[src/rtl/sram_responder.sv]
// Responder end of the MIPS data-memory interface: word array with a post-reset
// zero sweep, an RD_LAT-deep read pipeline and saturating access statistics.
module sram_responder #(
  parameter int unsigned ADDR_W = 7,
  parameter int unsigned DATA_W = 32,
  parameter int unsigned RD_LAT = 1,
  parameter int unsigned CNT_W  = 16
) (
  input  logic              clk,
  input  logic              rst,
  input  logic              CEN,
  input  logic              WEN,
  input  logic              OEN,
  input  logic [ADDR_W-1:0] A,
  input  logic [DATA_W-1:0] D,
  output logic [DATA_W-1:0] Q,
  output logic              q_valid,
  output logic              busy,
  output logic [CNT_W-1:0]  rd_count,
  output logic [CNT_W-1:0]  wr_count,
  output logic [CNT_W-1:0]  drop_count
);

  localparam int unsigned DEPTH = 2 ** ADDR_W;
  // Registered stages ahead of Q; Q itself is the last stage of the read latency.
  localparam int unsigned PipeD = (RD_LAT > 1) ? RD_LAT - 1 : 1;

  typedef enum logic [0:0] {StInit, StReady} state_e;

  state_e            state_q, state_d;
  logic [ADDR_W-1:0] ptr_q, ptr_d;

  logic [DATA_W-1:0] mem [DEPTH];

  logic              rd_req, wr_req, drop_req;
  logic              mem_we;
  logic [ADDR_W-1:0] mem_waddr;
  logic [DATA_W-1:0] mem_wdata;
  logic [DATA_W-1:0] rd_data;

  logic [PipeD-1:0]  pipe_vld_q, pipe_en_q;
  logic [DATA_W-1:0] pipe_data_q [PipeD];

  logic              out_vld, out_en;
  logic [DATA_W-1:0] out_data;

  logic [DATA_W-1:0] q_data_q;
  logic              q_valid_q;
  logic [CNT_W-1:0]  rd_cnt_q, wr_cnt_q, drop_cnt_q;

  always_comb begin
    state_d   = state_q;
    ptr_d     = ptr_q;
    rd_req    = 1'b0;
    wr_req    = 1'b0;
    drop_req  = 1'b0;
    mem_we    = 1'b0;
    mem_waddr = A;
    mem_wdata = D;
    unique case (state_q)
      StInit: begin
        mem_we    = 1'b1;
        mem_waddr = ptr_q;
        mem_wdata = '0;
        ptr_d     = ptr_q + ADDR_W'(1);
        drop_req  = ~CEN;
        if (&ptr_q) begin
          state_d = StReady;
        end
      end
      StReady: begin
        rd_req = ~CEN & WEN;
        wr_req = ~CEN & ~WEN;
        mem_we = wr_req;
      end
      default: state_d = StInit;
    endcase
  end

  always_ff @(posedge clk or posedge rst) begin
    if (rst) begin
      state_q <= StInit;
      ptr_q   <= '0;
    end else begin
      state_q <= state_d;
      ptr_q   <= ptr_d;
    end
  end

  // No reset on the array; the sweep clears it. A write on a reset edge is dropped.
  always_ff @(posedge clk) begin
    if (mem_we && !rst) begin
      mem[mem_waddr] <= mem_wdata;
    end
  end

  assign rd_data = mem[A];

  always_ff @(posedge clk or posedge rst) begin
    if (rst) begin
      pipe_vld_q <= '0;
      pipe_en_q  <= '0;
      for (int i = 0; i < PipeD; i++) begin
        pipe_data_q[i] <= '0;
      end
    end else begin
      pipe_vld_q[0]  <= rd_req;
      pipe_en_q[0]   <= ~OEN;
      pipe_data_q[0] <= rd_data;
      for (int i = 1; i < PipeD; i++) begin
        pipe_vld_q[i]  <= pipe_vld_q[i-1];
        pipe_en_q[i]   <= pipe_en_q[i-1];
        pipe_data_q[i] <= pipe_data_q[i-1];
      end
    end
  end

  always_comb begin
    out_vld  = rd_req;
    out_en   = ~OEN;
    out_data = rd_data;
    if (RD_LAT > 1) begin
      out_vld  = pipe_vld_q[PipeD-1];
      out_en   = pipe_en_q[PipeD-1];
      out_data = pipe_data_q[PipeD-1];
    end
  end

  // A read sampled with OEN high still completes, but drives zero without a valid pulse.
  always_ff @(posedge clk or posedge rst) begin
    if (rst) begin
      q_data_q  <= '0;
      q_valid_q <= 1'b0;
    end else begin
      q_valid_q <= out_vld & out_en;
      if (out_vld) begin
        q_data_q <= out_en ? out_data : '0;
      end
    end
  end

  always_ff @(posedge clk or posedge rst) begin
    if (rst) begin
      rd_cnt_q   <= '0;
      wr_cnt_q   <= '0;
      drop_cnt_q <= '0;
    end else begin
      if (rd_req && (rd_cnt_q != '1)) begin
        rd_cnt_q <= rd_cnt_q + CNT_W'(1);
      end
      if (wr_req && (wr_cnt_q != '1)) begin
        wr_cnt_q <= wr_cnt_q + CNT_W'(1);
      end
      if (drop_req && (drop_cnt_q != '1)) begin
        drop_cnt_q <= drop_cnt_q + CNT_W'(1);
      end
    end
  end

  assign Q          = q_data_q;
  assign q_valid    = q_valid_q;
  assign busy       = (state_q == StInit);
  assign rd_count   = rd_cnt_q;
  assign wr_count   = wr_cnt_q;
  assign drop_count = drop_cnt_q;

endmodule

[config.mk]
export PLATFORM = sky130hd
export DESIGN_NAME = sram_responder
export DESIGN_NICKNAME = d
export VERILOG_FILES = /design/src/rtl/sram_responder.sv
export SDC_FILE = /design/constraint.sdc
export NUM_CORES = 2
export LEC_CHECK = 0
export CORE_MARGIN = 5
export CORE_UTILIZATION = 50
export DETAILED_ROUTE_END_ITERATION = 7
export GPL_ROUTABILITY_DRIVEN = 0
export MAX_ROUTING_LAYER = met4
export PLACE_DENSITY = 0.68
export REMOVE_ABC_BUFFERS = 1
export SYNTH_ARGS = -nofsm -noshare
export SYNTH_HDL_FRONTEND = slang
export SYNTH_SLANG_ARGS = --single-unit
[constraint.sdc]
create_clock -name clk -period 7.2 [get_ports clk]
set_clock_uncertainty 0.2 [all_clocks]
set_input_delay 1.08 -clock clk [delete_from_list [all_inputs] [get_ports clk]]
set_output_delay 1.08 -clock clk [all_outputs]
set_load 0.1 [all_outputs]
**Word level (Yosys, flattened, before mapping)**

Memory sizes are Yosys's and may differ from the RTL's.
Index checks and enable logic that the tools add are counted.
Widths: inputs -> output; s select.

- Equal/unequal tests: 3
- $add $sub $neg: 4
- Bitwise gates (word level): 7
- Reductions and logical operators: 6
- Multiplexer cells: 11

Operators with widths:

| kind | number |
|---|---|
| $mux 32 | 2 |
| $add 16x1->16 const B | 3 |
| $ne 16x16->1 const B | 3 |
| $add 7x1->7 const B | 1 |
| $mux 1 | 7 |
| $mux 7 | 1 |
| $reduce_and 7->1 | 1 |
| $logic_and 1x1->1 | 4 |
| $not 1->1 | 4 |
| $and 1x1->1 | 3 |
| $pmux 1 s2 | 1 |
| $logic_not 1->1 | 1 |

- Output and inout bits: 82
- Memory bits (writable): 4096
- Logic and storage cells: 39
- Memories kept: 1
- Flip-flop bits (word level): 89
- Input port bits: 44

Memories:

| memory | words | bits a word | rd ports | clocked after memory_dff | write ports | line | RTL |
|---|---|---|---|---|---|---|---|
| mem | 128 | 32 | 1 | 0 | 1 | 33 | `logic [DATA_W-1:0] mem [DEPTH];` |

**Depth between registers and ports, before layout**

- Depth in word-level cells: 6
- Depth in mapped cells: 10
- Gate-level depth less buffers: 6

**Worst setup path before layout**

No wires, ideal clock.

- Path type: input-to-reg
- Start: input A[0]
- End: memory mem[36][0] (enable)
- Required time: 6.579 ns
- Setup slack: 2.637 ns
- Arrival time: 3.941 ns
- Setup time: 0.421 ns
- Path buffers: 6
- Stages on the path: 9
- Cell sequence: buf_6 -> buf_6 -> buf_4 -> buf_6 -> buf_4 -> o32ai_2 -> nand3_1 -> clkbuf_1 -> nor2_1

- Cells in the longest elaborated chain, start to end: 1

RTL lines:

| element | line | RTL |
|---|---|---|
| start: declaration | 14 | `input logic [ADDR_W-1:0] A,` |
| $mux 7 | 60 | `unique case (state_q)` |
| end: declaration | 33 |  |

No other way between the ends.

**Final worst setup path**

- Start: input A[6]
- End: register q_data_q[11] (netlist: Q[11])

- Cells in the longest elaborated chain, start to end: 2

RTL lines:

| element | line | RTL |
|---|---|---|
| $mem_v2 128x32 | -- |  |
| $mux 32 | 137 | `q_data_q <= out_en ? out_data : '0;` |
| end signal: assignment | 137 |  |
| end: declaration | 47 | `logic [DATA_W-1:0] q_data_q;` |

No other way between the ends.
A chain may end at the register's enable or synchronous reset.

==> results.md <==
Pwr:
- The relative contribution of combinational cells to total power is 3.4%.
- The design draws 49.4 mW.
- Net switching is 20.8% of the power.
- The power density relative to cell area is 272 nW/µm².
- The peak supply drop is 0.357 mV.
- The switching power total is 10.3 mW.
- Summed over all cells, the static leakage comes to 51.8 nW.
- The clock share of power is 43.3%.
- Sequential cells account for 53.4% of the total power.
- The internal portion of the total power is 39.1 mW.

Clock network:
- Post-CTS repair changed the size of 0 cells.
- The number of clock buffers added by TritonCTS is 406.
- The clock tree from TritonCTS is built.
- The longest clock path from root to sink contains 4 buffers.
- The clock edge transition at the registers on the reported setup and hold paths is 0.06 ns.
- Buffers added to address setup during post-CTS repair amount to 0.
- The total of hold buffers inserted after clock tree synthesis is 0.
- The clock reaches the later pin of the worst-skew pair after 0.99 ns.
- The H-tree was split into 5 levels.
- The root buffer cell chosen for the clock tree is clkbuf_16.
- The clock net in this run drives a total of 4,185 sinks.

GRT:
- The first global-routing pass estimated 597,000 µm of wire.
- The residual overflow from global routing is 0.
- The via count of the first global-routing pass is 76,800.
- Entering global routing, the biggest net connects 137 pins.
- The overall global routing resource usage is 26.0%.
- The number of antenna violations at the first check in global routing is 26.

Synth:
- The number of warnings issued by yosys is 0.
- The number of distinct library cells after synthesis is 62.
- The most used flip-flop cell after synthesis is edfxtp_1.
- Summed over its instances, the top area cell type makes up 76.6% of the synthesized netlist area.
- The cell taking the most area after synthesis is edfxtp_1.
- The mean area per synthesized cell is 22.2 µm².
- The number of synthesized register bits is 4,185.
- Yosys mapped a number of flops with a built-in enable equal to 4,096.
- The netlist area before placement is 161,000 µm².
- After synthesis, the share of flip-flops with an asynchronous set or reset is 2.13%.
- The sequential fraction of the synthesis area is 78.0%.
- The cell count after synthesis is 7,237.
- After synthesis, the cell types taking the most area are edfxtp_1 (77%), mux4_2 (13%), mux2i_1 (1.4%).

Worst setup path:
- The peak fanout along the critical path is 70.
- The minimum setup slack among reg-to-reg paths is 2.50 ns.
- For the worst setup path, the data arrival time is 5.73 ns.
- The worst setup path is of the input port to flip-flop kind.
- The required time of the worst setup path is 7.87 ns.
- The worst setup path is launched from an input port.
- The critical path capture point type is a flip-flop.

STA:
- The post-route worst hold slack is 0.289 ns.
- Subtracting the final worst setup slack from the clock period gives 5.06 ns.
- Setup repair after global routing left no endpoint under its margin.
- The worst-margin pin slew is 1.38 ns.
- The total negative setup slack is 0 ns.
- The final critical path takes up 70.3% of the cycle.
- Derived from the worst setup path, the maximum achievable clock frequency is 0.198 GHz.
- The worst slew margin relative to its limit is 7.24%.
- The final count of hold timing violations is 0.
- The number of pins with negative max-slew slack in the final report was 0.
- Setup violations remaining at the end of the flow were counted as 0.

Route:
- The via count is 78,800.
- After detailed routing, the number of remaining DRC violations is 0.
- The count of nets left with antenna violations once routing finished came out at 0.
- For this block, the initial DRC count from the detailed router was 12,200.
- The total wire length after detailed routing is 424,000 µm.
- The number of optimization iterations in the first detailed-route pass is 8.
- The wire length per cell after detailed routing is 34.8 µm.
- The detail-routed via count per cell is 6.46.

Floorplanning:
- The overall die area is 333,000 µm².
- The vertical die dimension is 577 µm.
- The count of standard-cell rows is 208.
- The placeable core region is 320,000 µm².
- The die span in x is 577 µm.
- The total I/O pin count is 126.
- The initial utilization of the core area, before any placement, comes to 50.1%.

Finish:
- In the layout the commonest cells are edfxtp_1 (4,096), mux4_2 (958), clkbuf_16 (410).
- The number of nets in the finished design is 7,586.
- The ratio of cells with drive above 1 in the final layout is 25.2%.
- The layout overhead on the synthesized area is 13.0%.
- The most frequent standard cell in the layout excluding fill and tap cells is edfxtp_1.

Status:
- The flow ran to the end, and the final reports show no timing, DRC or antenna violations.

Placement:
- The post-detailed-placement half-perimeter wirelength is 253,000 µm.
- In this run the tool buffered the top-level ports with 125 buffer cells.

Run:
- The number of max-capacitance violations reported is 0.

Worst hold path:
- The path class of the tightest hold or removal check is flip-flop to flip-flop.
## layout make-up
class | instances | area [µm²]
Multi-Input combinational cell | 2590 | 34300
Sequential cell | 4185 | 125000
Clock inverter | 260 | 2800
Tap cell | 4305 | 5390
Inverter | 41 | 159
Antenna cell | 15 | 37.5
Fill cell | 22800 | 139000
Clock buffer | 492 | 10600
Timing Repair Buffer | 314 | 2890
## path summary, 6_finish.rpt
| kind | start | end | cells past startpoint |
|---|---|---|---|
| setup / recovery | A[6] | Q[11] | 7 |
| hold / removal | rd_count[10] | rd_count[10] | 1 |
| setup reg to reg | state_q | mem[76][17] | 4 |
| hold reg to reg | rd_count[10] | rd_count[10] | 1 |
| max in group asynchronous | rst | state_q | 3 |
| min in group asynchronous | rst | wr_count[15] | 2 |
## worst max-delay path, stage by stage
cell	delay, ns
clkdlybuf4s50_1	1.13
and4bb_4	1.03
nand4_1	0.85
a221oi_1	0.93
a2111oi_1	0.15
clkdlybuf4s18_2	0.32
o211ai_1	0.11
## sequential cells by signal, indices dropped and copies added, names as in the netlist
register and count:
q_valid 1, drop_count 16, wr_count 16, Q 32
ptr_q 7, mem 4096, rd_count 16, state_q 1
## metal layers
layer,vias to the layer above,part of all wire (%),GRT usage (%)
met5,-,0,-
met1,42000,38,36.8
li1,31300,-,-
met3,660,12,5.73
met4,0,3.8,8.42
met2,4825,46,38.3
## synth_stat cells, types with 44 or more instances
library cell and number:
edfxtp_1 4096, mux4_2 958, mux2i_1 228, clkbuf_1 191
nor2_1 180, nand2_1 173, a22oi_1 157, buf_2 142
nor2b_1 102, o211ai_1 96, dfrtp_1 89, a211oi_1 65
a221oi_1 65, mux2_2 59, o21ai_0 56, nand4_1 49
buf_4 44
## per-stage QoR
step / instances / area [µm²] / util (%) / worst slack [ns]
5_1_grt: 12200 / 181000 / 56.6 / 2.18
3_3_place_gp: 11400 / 168000 / 52.4 / 1.15
4_1_cts: 12200 / 181000 / 56.6 / 2.36
3_5_place_dp: 11400 / 168000 / 52.4 / 1.34
2_1_floorplan: 6816 / 159000 / - / 2.63
6_report: 12200 / 181000 / 56.6 / 2.14
## power by group through the flow
stage          Sequential [mW]  Clock [mW]  Combinational, mW
6_report                  26.4        21.4               1.66
5_1_grt                   26.4        22.7               1.73
3_5_place_dp              26.9           0               1.65
3_3_place_gp              26.9           0               1.65
4_1_cts                   26.4        21.6               1.66
2_1_floorplan             27.0           0              0.668
## logic make-up (layout without fill, tap and decap cells)
logic type | after synthesis | count (layout) | synth area share [%]
compound gates | 630 | 630 | 2.97
simple gates | 649 | 649 | 2.02
xor+xnor | 51 | 51 | 0.278
mux | 1256 | 1256 | 15.4
fa+ha+maj | 4 | 4 | 0.0312
flops | 4185 | 4185 | 78.0
buf+inv | 462 | 1107 | 1.35
other cells | 0 | 15 | 0
No activity file was read; power rests on OpenSTA's default activity.
